File: src/rtl/ps2_cmd_sequencer.sv
// rtl/ps2_cmd_sequencer.sv - PS/2 host command sequencer with ACK checking, responses and bounded retries
module ps2_cmd_sequencer #(
    parameter int N_CMDS         = 3,
    parameter int CLK_HZ         = 50_000_000,
    parameter int ACK_TIMEOUT_MS = 25,
    parameter int GAP_US         = 1000,
    parameter int MAX_RETRY      = 2
) (
    input  logic                qzt_clk,
    input  logic                rst_n,
    input  logic                start,
    input  logic [8*N_CMDS-1:0] cmd_list,
    input  logic [2*N_CMDS-1:0] rsp_len,
    output logic [7:0]          tx_data,
    output logic                tx_start,
    input  logic                tx_done,
    input  logic                tx_err,
    input  logic                rx_valid,
    input  logic [7:0]          rx_data,
    output logic                rsp_valid,
    output logic [7:0]          rsp_data,
    output logic [3:0]          rsp_idx,
    output logic                busy,
    output logic                done,
    output logic                fail,
    output logic [1:0]          fail_code
);
    localparam int TO_CYC  = CLK_HZ / 1000 * ACK_TIMEOUT_MS;
    localparam int GAP_CYC = CLK_HZ / 1_000_000 * GAP_US;
    localparam int TW      = (TO_CYC < 1) ? 1 : $clog2(TO_CYC + 1);
    localparam int GW      = (GAP_CYC < 1) ? 1 : $clog2(GAP_CYC + 1);
    localparam int RW      = (MAX_RETRY < 1) ? 1 : $clog2(MAX_RETRY + 1);

    typedef enum logic [2:0] {IDLE, SEND, WAIT_TX, WAIT_ACK, WAIT_RSP, GAP} state_t;

    state_t        state, state_n;
    logic [3:0]    idx, idx_n;
    logic [RW-1:0] retry, retry_n;
    logic [1:0]    rcnt, rcnt_n;
    logic [TW-1:0] tmr, tmr_n;
    logic [GW-1:0] gcnt, gcnt_n;
    logic [7:0]    tx_data_n, rsp_data_n;
    logic [3:0]    rsp_idx_n;
    logic [1:0]    fail_code_n;
    logic          tx_start_n, rsp_valid_n, busy_n, done_n, fail_n;
    logic          retry_ev, retry_txerr;
    logic [7:0]    cur_cmd;
    logic [1:0]    cur_len;

    always_comb begin
        cur_cmd = 8'h00;
        cur_len = 2'd0;
        for (int i = 0; i < N_CMDS; i++) begin
            if (idx == 4'(i)) begin
                cur_cmd = cmd_list[8*i +: 8];
                cur_len = rsp_len[2*i +: 2];
            end
        end
    end

    always_comb begin
        state_n     = state;
        idx_n       = idx;
        retry_n     = retry;
        rcnt_n      = rcnt;
        tmr_n       = tmr;
        gcnt_n      = gcnt;
        tx_data_n   = tx_data;
        tx_start_n  = 1'b0;
        rsp_valid_n = 1'b0;
        rsp_data_n  = rsp_data;
        rsp_idx_n   = rsp_idx;
        busy_n      = busy;
        done_n      = 1'b0;
        fail_n      = 1'b0;
        fail_code_n = fail_code;
        retry_ev    = 1'b0;
        retry_txerr = 1'b0;

        case (state)
            IDLE: begin
                if (start) begin
                    idx_n       = 4'd0;
                    retry_n     = '0;
                    fail_code_n = 2'd0;
                    busy_n      = 1'b1;
                    state_n     = SEND;
                end
            end
            SEND: begin
                tx_data_n  = cur_cmd;
                tx_start_n = 1'b1;
                state_n    = WAIT_TX;
            end
            WAIT_TX: begin
                if (tx_err) begin
                    retry_ev    = 1'b1;
                    retry_txerr = 1'b1;
                end else if (tx_done) begin
                    tmr_n   = TW'(TO_CYC);
                    state_n = WAIT_ACK;
                end
            end
            WAIT_ACK: begin
                // A received byte takes priority over a timer that expires in the same cycle
                if (rx_valid) begin
                    if (rx_data == 8'hFA) begin
                        rcnt_n  = cur_len;
                        tmr_n   = TW'(TO_CYC);
                        gcnt_n  = GW'(GAP_CYC);
                        state_n = (cur_len != 2'd0) ? WAIT_RSP : GAP;
                    end else if (rx_data == 8'hFE) begin
                        retry_ev = 1'b1;
                    end else if (rx_data == 8'hFC) begin
                        fail_n      = 1'b1;
                        fail_code_n = 2'd1;
                        busy_n      = 1'b0;
                        state_n     = IDLE;
                    end else if (tmr != '0) begin
                        tmr_n = tmr - TW'(1);
                    end
                end else if (tmr == '0) begin
                    retry_ev = 1'b1;
                end else begin
                    tmr_n = tmr - TW'(1);
                end
            end
            WAIT_RSP: begin
                if (rx_valid) begin
                    rsp_valid_n = 1'b1;
                    rsp_data_n  = rx_data;
                    rsp_idx_n   = idx;
                    rcnt_n      = rcnt - 2'd1;
                    tmr_n       = TW'(TO_CYC);
                    if (rcnt == 2'd1) begin
                        gcnt_n  = GW'(GAP_CYC);
                        state_n = GAP;
                    end
                end else if (tmr == '0) begin
                    retry_ev = 1'b1;
                end else begin
                    tmr_n = tmr - TW'(1);
                end
            end
            GAP: begin
                if (gcnt != '0) begin
                    gcnt_n = gcnt - GW'(1);
                end else if (idx == 4'(N_CMDS - 1)) begin
                    done_n  = 1'b1;
                    busy_n  = 1'b0;
                    state_n = IDLE;
                end else begin
                    idx_n   = idx + 4'd1;
                    retry_n = '0;
                    state_n = SEND;
                end
            end
            default: state_n = IDLE;
        endcase

        // Resend the same command until the retry budget is spent, then abort
        if (retry_ev) begin
            if (int'(retry) < MAX_RETRY) begin
                retry_n = retry + RW'(1);
                rcnt_n  = 2'd0;
                state_n = SEND;
            end else begin
                fail_n      = 1'b1;
                fail_code_n = retry_txerr ? 2'd3 : 2'd2;
                busy_n      = 1'b0;
                state_n     = IDLE;
            end
        end
    end

    always_ff @(posedge qzt_clk or negedge rst_n) begin
        if (!rst_n) begin
            state     <= IDLE;
            idx       <= 4'd0;
            retry     <= '0;
            rcnt      <= 2'd0;
            tmr       <= '0;
            gcnt      <= '0;
            tx_data   <= 8'h00;
            tx_start  <= 1'b0;
            rsp_valid <= 1'b0;
            rsp_data  <= 8'h00;
            rsp_idx   <= 4'd0;
            busy      <= 1'b0;
            done      <= 1'b0;
            fail      <= 1'b0;
            fail_code <= 2'd0;
        end else begin
            state     <= state_n;
            idx       <= idx_n;
            retry     <= retry_n;
            rcnt      <= rcnt_n;
            tmr       <= tmr_n;
            gcnt      <= gcnt_n;
            tx_data   <= tx_data_n;
            tx_start  <= tx_start_n;
            rsp_valid <= rsp_valid_n;
            rsp_data  <= rsp_data_n;
            rsp_idx   <= rsp_idx_n;
            busy      <= busy_n;
            done      <= done_n;
            fail      <= fail_n;
            fail_code <= fail_code_n;
        end
    end
endmodule

File: config.mk
export PLATFORM = sky130hd
export DESIGN_NAME = ps2_cmd_sequencer
export DESIGN_NICKNAME = d
export VERILOG_FILES = /design/src/rtl/ps2_cmd_sequencer.sv
export SDC_FILE = /design/constraint.sdc
export NUM_CORES = 1
export LEC_CHECK = 0
export CORE_ASPECT_RATIO = 0.75
export CORE_MARGIN = 4
export CORE_UTILIZATION = 58
export DETAILED_ROUTE_END_ITERATION = 6
export GPL_ROUTABILITY_DRIVEN = 0
export HOLD_SLACK_MARGIN = 0.08
export MAX_ROUTING_LAYER = met4
export PLACE_DENSITY = 0.92
export SETUP_SLACK_MARGIN = 0.2
export SYNTH_ARGS = -nofsm -noshare
export SYNTH_HDL_FRONTEND = slang
export SYNTH_SLANG_ARGS = --single-unit
File: constraint.sdc
create_clock -name qzt_clk -period 5.7 [get_ports qzt_clk]
set_input_delay 0.57 -clock qzt_clk [delete_from_list [all_inputs] [get_ports qzt_clk]]
set_output_delay 0.57 -clock qzt_clk [all_outputs]
set_load 0.005 [all_outputs]
### After elaboration in Yosys (flattened, before gate mapping)

Index checks and enable logic that the tools add are counted.

| cells by class | value |
|---|---|
| $add $sub $neg | 5 |
| order comparisons | 1 |
| eq/ne operators | 33 |
| muxes and demuxes | 93 |
| reduce and logical (&&, ||, !) cells | 14 |

Operators by type and width:

| operator | count |
|---|---|
| $mux 21 | 9 |
| $mux 16 | 5 |
| $pmux 21 s3 | 1 |
| $pmux 16 s3 | 1 |
| $mux 2 | 20 |
| $mux 1 | 33 |
| $mux 3 | 11 |
| $eq 8x8->1 const B | 3 |
| $mux 8 | 3 |
| $logic_not 21->1 | 1 |
| $ne 3x3->1 const B | 7 |
| $reduce_bool 21->1 | 1 |
| $sub 21x1->21 const B | 1 |
| $ne 2x2->1 const B | 10 |
| $ne 4x4->1 const B | 5 |
| $pmux 3 s6 | 1 |
| $reduce_bool 16->1 | 1 |
| $sub 16x1->16 const B | 1 |
| $mux 4 | 3 |
| $pmux 2 s2 | 3 |
| $reduce_and 6->1 | 2 |
| $reduce_and 9->1 | 1 |
| $pmux 4 s2 | 1 |
| $eq 3x2->1 const B | 2 |
| other kinds (16) | 20 |

| word-level totals | value |
|---|---|
| register bits after elaboration | 75 |
| bits of input ports | 44 |
| output and inout port bits | 27 |

### Longest topological paths before layout

Gate-level depths: netlist (run 1).

| logic depth | value |
|---|---|
| depth in word-level cells | 10 |
| gate-level depth with buffers | 9 |

### Least setup slack after synthesis (run 1)

No wires, ideal clock.

| timing path | value |
|---|---|
| kind | input -> register |
| from | input port rx_data[0] |
| to | register tmr[17] |
| library setup time | 0.132 ns |
| arrival time | 2.129 ns |
| required time | 5.568 ns |
| setup slack | 3.439 ns |
| cell stages on the path | 7 |
| path buffers | 1 |
| cell sequence | nand4b_1 -> o311ai_2 -> nor3_1 -> or3b_1 -> buf_2 -> o41ai_2 -> o21ai_1 |

| between the ends | value |
|---|---|
| longest elaborated chain between the ends | 4 |

Ends and longest elaborated chain:

| what | line | RTL |
|---|---|---|
| start: declaration | 19 | `input logic [7:0] rx_data,` |
| $eq 8x8->1 | 107 | `if (rx_data == 8'hFA) begin` |
| $mux 21 | 107 |  |
| $mux 21 | 106 | `if (rx_valid) begin` |
| $pmux 21 s3 | 80 | `case (state)` |
| end signal: assignment | 198 | `tmr <= tmr_n;` |
| end: declaration | 40 | `logic [TW-1:0] tmr, tmr_n;` |

Parallel ways exist; a longest one is shown, timed or not.
A chain may end at the register's enable or synchronous reset.

### Worst setup path in the final report (run 1)

| timing path | value |
|---|---|
| from | input port rx_data[3] |
| to | register tmr[19] |

The elaborated chain is that of the path after synthesis.

==> results of run 1 <==
==> area by class of cell <==
| type | count | area (um^2) | area share (%) |
|---|---|---|---|
| clock inverter | 7 | 100 | 1.94 |
| multi-input combinational | 329 | 2180 | 42.3 |
| sequential | 75 | 1880 | 36.4 |
| inverter | 14 | 52.6 | 1.02 |
| clock buffer | 9 | 124 | 2.40 |
| timing repair buffer | 70 | 698 | 13.5 |
| tap | 98 | 123 | 2.38 |
==> worst paths after layout <==
check | endpoint | cells after the start
hold / removal | gcnt[5] | 1
setup / recovery | tmr[19] | 7
setup reg to reg | tmr[19] | 5
hold reg to reg | tx_data[5] | 1
min in group qzt_clk | tx_data[5] | 1
max in group asynchronous | tmr[15] | 1
==> sequential cells by signal (all words and copies together), names as in the netlist <==
register   count
busy           1
done           1
fail           1
fail_code      2
gcnt          16
idx            4
rcnt           2
retry          2
rsp_data       8
rsp_idx        4
rsp_valid      1
state          3
tmr           21
tx_data        8
tx_start       1
==> critical path: cells and delay by family <==
| family | cells | cell delay, ns |
|---|---|---|
| compound gates | 3 | 0.98 |
| buf+inv | 1 | 0.49 |
| simple gates | 3 | 1.38 |
==> metal layers <==
metal	up-vias	GRT usage, %	routed length (um)
met5	-	-	0
met4	0	7.24	130
met3	11	6.21	743
met2	151	41.0	5080
met1	1812	34.6	4540
li1	1753	-	-
==> cells by family (layout without fill, tap and decap cells) <==
kind of cell,after synthesis,after routing,share of synthesized area (%)
buf+inv,35,100,3.57
mux,13,13,3.45
flops,75,75,44.6
xor+xnor,11,11,2.29
simple gates,173,173,23.0
compound gates,124,124,20.7
fa+ha+maj,8,8,2.38
==> where the power goes <==
part	switching, mW	internal [mW]
logic	0.461	0.414
clock network	0.212	0.250
registers	0.155	0.678
total	0.828	1.34
==> cells in the mapped netlist (5+ instances only) <==
cell type,count,area [um^2]
xnor2_1,8,70.1
ha_1,8,100
nor2b_1,5,31.3
or4_1,7,52.6
mux2_2,12,135
buf_2,9,45.0
nor2_1,32,120
nor4_1,13,81.3
clkbuf_1,11,41.3
o2bb2ai_1,6,52.6
a22o_1,13,114
nand2b_1,9,56.3
a22oi_1,11,82.6
a21oi_1,15,75.1
o21ai_0,38,190
a21o_1,12,90.1
nor3_1,18,90.1
nand3_1,13,65.1
inv_1,14,52.6
dfrtp_1,75,1880
nand2_1,37,139
or3_1,8,50.1
==> placed cells by master (no fill, tap or decap), types with 5 or more instances in the layout <==
master / netlist / layout
mux2_2: 12 / 12
inv_1: 14 / 14
nor2_1: 32 / 32
nand2b_1: 9 / 9
ha_1: 8 / 8
or3_1: 8 / 8
o21ai_0: 38 / 38
a22oi_1: 11 / 11
nand2_1: 37 / 37
nor2b_1: 5 / 5
dfrtp_1: 75 / 75
nand3_1: 13 / 13
clkdlybuf4s50_1: 0 / 69
xnor2_1: 8 / 8
o2bb2ai_1: 6 / 6
or4_1: 7 / 7
nor4_1: 13 / 13
a21o_1: 12 / 12
nor3_1: 18 / 18
a21oi_1: 15 / 15
clkbuf_8: 0 / 9
a22o_1: 13 / 13
==> metrics by stage <==
step | instance area [um^2] | worst slack, ns
final | 5150 | 2.52
after global routing | 5150 | 2.11
after CTS | 5150 | 2.52
after detailed placement | 4930 | 2.14
after global placement | 4930 | 2.33
after floorplan | 4210 | 3.44
==> run_results.csv, run 1 <==
group,metric,value,unit
cts,cts_buffers,9,
final_layout,stdcell_count,602,
floorplan,ioPinCount,71,
cts,path_clk_slew,0.08,ns
cts,cts_resized,0,
setup_path,cp-startpoint,"rx_data[3]",
floorplan,fp.coreArea,6930,um^2
setup_path,worstSetupEndpointType,"register",
run,maxCapViolCount,0,
synth,ys_warn_count,0,
synth,synth_edf_count,0,
global_routing,antenna_found_initial,0,
cts,cts_tree,"built",
setup_path,worst_path_largest_cell_delay,0.95,ns
floorplan,die_h,81.8,um
sta,rsz0062_at_grt,"false",
floorplan,core.rowCount,26,
sta,fin_crit,3.18,ns
synth,syn-num-nets,491,
setup_path,crit_slowest_cell,"nor3b_2",
sta,setup_viol,0,
cts,clockRootBuffer,"clkbuf_8",
outcome,outcome,"completed",
setup_path,worstSetupStartpointType,"input port",
final_layout,final_util,74.4,%
sta,max_freq,314,MHz
pwr,p_leak,2.10,nW
setup_path,crit_fanout,23,
sta,setup-tns-final,0,ns
sta,tightest_slew,1.19,ns
setup_path,reg2reg_from,"state[2]",
place,dp_hpwl,7600,um
pwr,powerDensity,421,nW/um^2
sta,hold_viol,0,
final_layout,fin_nets,551,
synth,seq_area_frac_synth,44.6,%
synth,synth_top_flop_cell,"dfrtp_1",
drt,final_antenna_net_count,0,
setup_path,crit_chain,"clkdlybuf4s50_1, nand4b_1, o311ai_2, nor3_1, nor3b_2, o21ai_0, a21o_1",
synth,yosys_register_bits,75,
cts,clockBufferDepth,2,
global_routing,grt_max_degree,76,
synth,syn_inst,439,
floorplan,die_area,8690,um^2
cts,post_cts_buffers,0,
drt,vias,3727,
pwr,ir_drop,0.248,mV
cts,cts.sinks,75,
min_path,hold_class,"in -> async",
final_layout,syn_to_final_growth,22.5,%
cts,insertion_delay,0.35,ns
drt,drcViolationCount,0,
pwr,p_total,2.17,mW
place,numPortBuffers,70,
place,dp.cells,586,
drt,drt_iter0_drc,313,
setup_path,cp.arrival,3.42,ns
sta,slew_headroom,20.1,%
synth,syn-cell-area,4210,um^2
setup_path,worstPathRequired,5.94,ns
drt,detail_route.wl_per_cell,17.4,um
synth,ys_async_sr_fraction,100,%
setup_path,worstSetupPathType,"in -> reg",
global_routing,grt_pass1_vias,3609,
floorplan,die_w,106,um
final_layout,fill_cells,468,
synth,synth_cell_types,61,
sta,drv_slew,0,
cts,htree_levels,3,
floorplan,start_util,60.7,%
final_layout,drive_gt1_share,10.1,%
cts,hold_buffers,0,
drt,drtPass1Iterations,5,
final_layout,diodes,0,
global_routing,grt_pass1_wl,17500,um
drt,drt-total-wl,10500,um
global_routing,grt.overflow.total,0,
global_routing,gr-usage-all-layers,26.2,%
sta,period_share,55.8,%
sta,holdWs,0.347,ns
synth,synth.avg_cell_area,9.58,um^2
drt,via_per_inst,6.19,
setup_path,rrSetupSlack,2.66,ns
sta,skew,0.00656,ns
Note: power is estimated with default switching activity, not from simulation.
==> inputs of run 2 (changes only) <==
--- a/config.mk
+++ b/config.mk
@@ -7,12 +7,12 @@
 export LEC_CHECK = 0
 export CORE_ASPECT_RATIO = 0.75
 export CORE_MARGIN = 4
-export CORE_UTILIZATION = 58
+export CORE_UTILIZATION = 54
 export DETAILED_ROUTE_END_ITERATION = 6
 export GPL_ROUTABILITY_DRIVEN = 0
 export HOLD_SLACK_MARGIN = 0.08
 export MAX_ROUTING_LAYER = met4
-export PLACE_DENSITY = 0.92
+export PLACE_DENSITY = 0.87
 export SETUP_SLACK_MARGIN = 0.2
 export SYNTH_ARGS = -nofsm -noshare
 export SYNTH_HDL_FRONTEND = slang
==> constraint.sdc (replaced) <==
create_clock -name qzt_clk -period 3.3 [get_ports qzt_clk]
set_input_delay 0.33 -clock qzt_clk [delete_from_list [all_inputs] [get_ports qzt_clk]]
set_output_delay 0.33 -clock qzt_clk [all_outputs]
set_load 0.005 [all_outputs]
==> run 2 against run 1 <==
Design area rose by 0.66%. Flip-flop and latch count did not move. Register-to-register slack got worse by 2.0 ns. Global-route usage fell by 1.3 points. Critical path depth rose by 1. Non-clock buffer count rose by 4. Worst setup slack got worse by 1.8 ns. Via count rose by 1.2%. Sequential share of layout area fell by 0.24 points. Cell count rose by 1.2%. Combinational power rose by 75%.
==> run_results.csv, run 2 (synthesized netlist as in run 1, its figures left out) <==
group,metric,value,unit
setup_path,worstSetupEndpointType,"register",
setup_path,crit_chain,"inv_1, ha_1, or3b_2, nand3_1, nor3_2, o21bai_2, nor3_1, a21o_1",
final_layout,largest_reg_flops,21,
global_routing,gr-usage-all-layers,24.9,%
outcome,outcome,"completed",
setup_path,worstPathRequired,3.56,ns
sta,max_freq,384,MHz
global_routing,antenna_found_initial,0,
setup_path,reg2regPathDepth,8,
final_layout,largest_register,"tmr",
drt,drtPass1Iterations,5,
setup_path,reg2reg_from,"idx[0]",
final_layout,final_cell_mix,"dfrtp_1, clkdlybuf4s50_1, o21ai_0",
place,dp_hpwl,7780,um
cts,htree_levels,3,
pwr,ir_drop,0.387,mV
drt,drt-total-wl,10800,um
place,numPortBuffers,70,
floorplan,ioPinCount,71,
drt,drt_iter0_drc,302,
floorplan,die_area,9280,um^2
final_layout,drive_gt1_share,10.8,%
setup_path,rrSetupSlack,0.70,ns
final_layout,mostFrequentLayoutCell,"dfrtp_1",
cts,clockRootBuffer,"clkbuf_8",
drt,via_per_inst,6.19,
sta,drv_slew,0,
setup_path,crit_path_end,"idx[0]",
cts,path_clk_slew,0.08,ns
setup_path,crit_fanout,21,
sta,period_share,78.9,%
floorplan,start_util,56.3,%
cts,cts_tree,"built",
sta,fin_crit,2.60,ns
sta,slew_headroom,37.5,%
drt,vias,3772,
setup_path,cp-startpoint,"idx[0]",
final_layout,reg_top3,"tmr (21), gcnt (16)",
setup_path,cp.arrival,2.86,ns
floorplan,fp.coreArea,7470,um^2
final_layout,final_util,69.5,%
setup_path,crit_slowest_cell,"ha_1",
global_routing,grt_max_degree,76,
cts,clockBufferDepth,2,
drt,final_antenna_net_count,0,
setup_path,worstSetupPathType,"reg -> reg",
sta,tightest_slew,0.938,ns
cts,post_cts_buffers,0,
final_layout,syn_to_final_growth,23.3,%
sta,setup_viol,0,
sta,holdWs,0.0949,ns
setup_path,worst_path_largest_cell_delay,0.54,ns
pwr,p_leak,2.12,nW
floorplan,die_w,110,um
setup_path,worstSetupStartpointType,"register",
final_layout,diodes,0,
sta,rsz0062_at_grt,"false",
sta,hold_viol,0,
global_routing,grt_pass1_wl,17900,um
setup_path,reg2reg_to,"idx[0]",
pwr,powerDensity,728,nW/um^2
drt,detail_route.wl_per_cell,17.8,um
run,maxCapViolCount,0,
drt,drcViolationCount,0,
cts,cts_resized,0,
cts,hold_buffers,0,
cts,cts_buffers,9,
cts,cts.sinks,75,
final_layout,fin_nets,555,
global_routing,grt.overflow.total,0,
min_path,hold_class,"in -> async",
floorplan,die_h,84.4,um
floorplan,core.rowCount,27,
cts,insertion_delay,0.36,ns
global_routing,grt_pass1_vias,3673,
sta,skew,0.00823,ns
sta,setup-tns-final,0,ns
## run 2: changes by cell type in the layout (fill, tap and decap cells not counted)
| cell | previous run | this run |
|---|---|---|
| inv_6 | 2 | 1 |
| buf_4 | 1 | 5 |
| clkinv_4 | 2 | 3 |
## run 2: power breakdown
part	switching (mW)	internal, mW	leakage [nW]
registers	0.282	1.17	0.929
logic	0.802	0.728	1.08
clock network	0.364	0.431	0.114
total	1.45	2.33	2.12
## run 2: area by class of cell
cell class / instances / area (um^2)
tap: 101 / 126
sequential: 75 / 1880
fill: 540 / 2280
inverter: 14 / 52.6
timing repair buffer: 74 / 728
clock inverter: 7 / 100
clock buffer: 9 / 124
multi-input combinational: 329 / 2180
## run 2: worst max-delay path: cells and delay by family (launching register included)
family	cells	cell delay, ns
DFF	1	0.47
and+or+nand+nor	4	0.83
AOI/OAI and AO/OA	2	0.54
adders and majority gates	1	0.54
buffers and inverters	1	0.11
## run 2: worst min-delay path by stage
| stage | start | endpoint | slack [ns] |
|---|---|---|---|
| after floorplan | rst_n | busy | 0.03 |
| after global placement | retry[0] | retry[0] | 0.47 |
| after detailed placement | tmr[13] | tmr[13] | 0.49 |
| after CTS | rst_n | gcnt[3] | 0.15 |
| after global routing | rst_n | gcnt[3] | 0.19 |
| final | rst_n | gcnt[3] | 0.09 |
## run 2: per-stage QoR
stage / area (um^2) / power, mW / setup slack (ns) / cells
after floorplan: 4210 / 2.38 / 1.22 / 439
after global placement: 4960 / 2.88 / 0.705 / 593
after detailed placement: 4960 / 2.97 / 0.579 / 593
after CTS: 5190 / 3.77 / 0.723 / 609
after global routing: 5190 / 4.01 / 0.504 / 609
final: 5190 / 3.78 / 0.697 / 609
## run 2: metal layers
metal | track usage (%) | wire [um] | vias to the layer above
li1 | - | - | 1754
met2 | 37.5 | 5120 | 154
met3 | 4.61 | 678 | 29
met5 | - | 0 | -
met4 | 7.59 | 204 | 0
met1 | 34.2 | 4830 | 1835
==> inputs of run 3 (changes only) <==
--- a/config.mk
+++ b/config.mk
@@ -7,12 +7,12 @@
 export LEC_CHECK = 0
 export CORE_ASPECT_RATIO = 0.75
 export CORE_MARGIN = 4
-export CORE_UTILIZATION = 54
+export CORE_UTILIZATION = 48
 export DETAILED_ROUTE_END_ITERATION = 6
 export GPL_ROUTABILITY_DRIVEN = 0
 export HOLD_SLACK_MARGIN = 0.08
 export MAX_ROUTING_LAYER = met4
-export PLACE_DENSITY = 0.87
+export PLACE_DENSITY = 0.82
 export SETUP_SLACK_MARGIN = 0.2
 export SYNTH_ARGS = -nofsm -noshare
 export SYNTH_HDL_FRONTEND = slang
==> constraint.sdc (replaced) <==
create_clock -name qzt_clk -period 2.3 [get_ports qzt_clk]
set_input_delay 0.23 -clock qzt_clk [delete_from_list [all_inputs] [get_ports qzt_clk]]
set_output_delay 0.23 -clock qzt_clk [all_outputs]
set_load 0.005 [all_outputs]
==> run 3 against run 2 <==
Cell count grew 13%. Die area grew 11%. Critical path depth is the same. Via count grew 11%. Worst setup slack lost 0.66 ns. Global-route usage shrank 0.28 points. Core utilization grew 2.8 points. Critical path type is now in -> reg. Register-to-register slack lost 0.65 ns. Clock skew shrank 0.0043 ns. Combinational power grew 91%. Design area grew 18%. Routed wire length grew 21%.
==> run_results.csv, run 3 (synthesized netlist as in run 1, its figures left out) <==
group,metric,value,unit
outcome,outcome,"completed",
final_layout,largest_reg_flops,21,
setup_path,crit_slowest_cell,"clkdlybuf4s50_1",
global_routing,antenna_found_initial,0,
floorplan,fp.coreArea,8490,um^2
final_layout,syn_to_final_growth,45.8,%
sta,hold_viol,0,
sta,skew,0.00395,ns
cts,cts_tree,"built",
final_layout,largest_register,"tmr",
floorplan,die_w,116,um
sta,drv_slew,0,
setup_path,crit_fanout,6,
setup_path,worstSetupPathType,"in -> reg",
drt,vias,4169,
cts,htree_levels,3,
final_layout,mostFrequentLayoutCell,"dfrtp_1",
sta,slew_headroom,61.5,%
place,numPortBuffers,70,
final_layout,diodes,0,
cts,clockBufferDepth,2,
final_layout,reg_top3,"tmr (21), gcnt (16)",
sta,setup_viol,0,
cts,cts_buffers,9,
drt,drcViolationCount,0,
sta,tightest_slew,0.576,ns
min_path,hold_class,"in -> async",
drt,final_antenna_net_count,0,
place,dp_hpwl,8300,um
sta,max_freq,442,MHz
sta,fin_crit,2.26,ns
cts,clockRootBuffer,"clkbuf_16",
global_routing,grt_pass1_wl,19300,um
cts,insertion_delay,0.34,ns
drt,drt-total-wl,13100,um
sta,period_share,98.3,%
run,maxCapViolCount,0,
place,place_area,5320,um^2
final_layout,final_util,72.3,%
floorplan,core.rowCount,29,
setup_path,worst_path_largest_cell_delay,0.49,ns
floorplan,ioPinCount,71,
cts,path_clk_slew,0.05,ns
global_routing,grt_max_degree,45,
pwr,ir_drop,0.669,mV
floorplan,die_h,89.1,um
drt,detail_route.wl_per_cell,19.0,um
setup_path,cp.arrival,2.46,ns
setup_path,worstSetupStartpointType,"input port",
global_routing,gr-usage-all-layers,24.6,%
drt,drt_iter0_drc,349,
cts,cts.sinks,75,
final_layout,fin_nets,627,
floorplan,die_area,10300,um^2
global_routing,grt_pass1_vias,3918,
pwr,p_leak,2.57,nW
final_layout,drive_gt1_share,28.5,%
final_layout,design_area,6130,um^2
setup_path,worstSetupEndpointType,"register",
final_layout,final_cell_mix,"dfrtp_1, clkdlybuf4s50_1, buf_4",
floorplan,start_util,49.5,%
setup_path,crit_chain,"clkdlybuf4s50_1, nand4b_1, o311ai_4, nor3_2, buf_4, or3b_4, o41ai_2, o21ai_1",
drt,via_per_inst,6.07,
global_routing,grt.overflow.total,0,
sta,rsz0062_at_grt,"true",
drt,drtPass1Iterations,5,
pwr,powerDensity,1040,nW/um^2
setup_path,worstPathRequired,2.50,ns
[run 3: cell count changes in the layout (fill, tap and decap cells not counted), moves of 6 or more]
cell       previous run  this run
nor3_1               18         9
clkbuf_16             0         9
buf_6                 0        12
nor4_2                2         8
o21ai_1               2         9
or4_1                 7         1
nor4_1               13         5
or4_4                 2         8
clkbuf_8              9         2
buf_4                 5        61
o21ai_0              38        30
[run 3: layout make-up]
type	instances	area, um^2
clock buffers	13	260
clock inverters	2	35.0
fillers	604	2360
inverters	14	52.6
multi-input cells	330	2470
flip-flops and latches	75	1880
well taps	108	135
repair buffers	145	1300
[run 3: worst paths after layout]
kind                             from          to  slack (ns)  cells after the start
min reg2reg                tx_data[1]  tx_data[1]        0.51                      1
max in group asynchronous       rst_n     gcnt[1]        1.20                      3
min                             rst_n      tmr[7]        0.43                      2
max reg2reg                   gcnt[5]    state[2]        0.05                      7
min in group qzt_clk       tx_data[1]  tx_data[1]        0.51                      1
max                        rx_data[3]     tmr[17]        0.04                      8
[run 3: per-stage QoR]
step | std cells | TNS [ns] | setup slack [ns] | hold slack [ns] | power (mW)
final | 687 | 0 | 0.0394 | 0.431 | 6.38
after global routing | 687 | -0.0596 | -0.0276 | 0.475 | 6.75
after CTS | 672 | 0 | 0.0964 | 0.442 | 6.06
after detailed placement | 646 | -0.756 | -0.119 | 0.260 | 4.51
after global placement | 646 | -0.0425 | -0.0425 | 0.255 | 4.41
after floorplan | 439 | 0 | 0.222 | -0.0656 | 3.41
[run 3: repair_timing]
item                                    CTS  global route
endpoints found under the setup margin   31            55
resized for setup                        19            60
buffers inserted                          8            14
pin swaps                                 5            24
cloned                                    2             1
hold buffers                              1             0
hold endpoints to repair                 42             0
[run 3: power breakdown]
part	switching (mW)	total, mW	internal, mW
clock	0.523	1.41	0.892
sequential	0.349	2.04	1.69
combinational	1.47	2.92	1.46
[run 3: critical path: cells and delay by family]
| kind | cells | cell delay (ns) |
|---|---|---|
| and+or+nand+nor | 3 | 0.78 |
| buffers and inverters | 2 | 0.64 |
| AOI/OAI and AO/OA | 3 | 0.82 |
[run 3: layer usage]
layer | vias up | part of all wire (%) | global-route usage, %
met5 | - | 0 | -
met4 | 0 | 2.5 | 8.22
met3 | 36 | 6.7 | 6.16
met2 | 188 | 48 | 37.9
met1 | 2045 | 43 | 32.2
li1 | 1900 | - | -
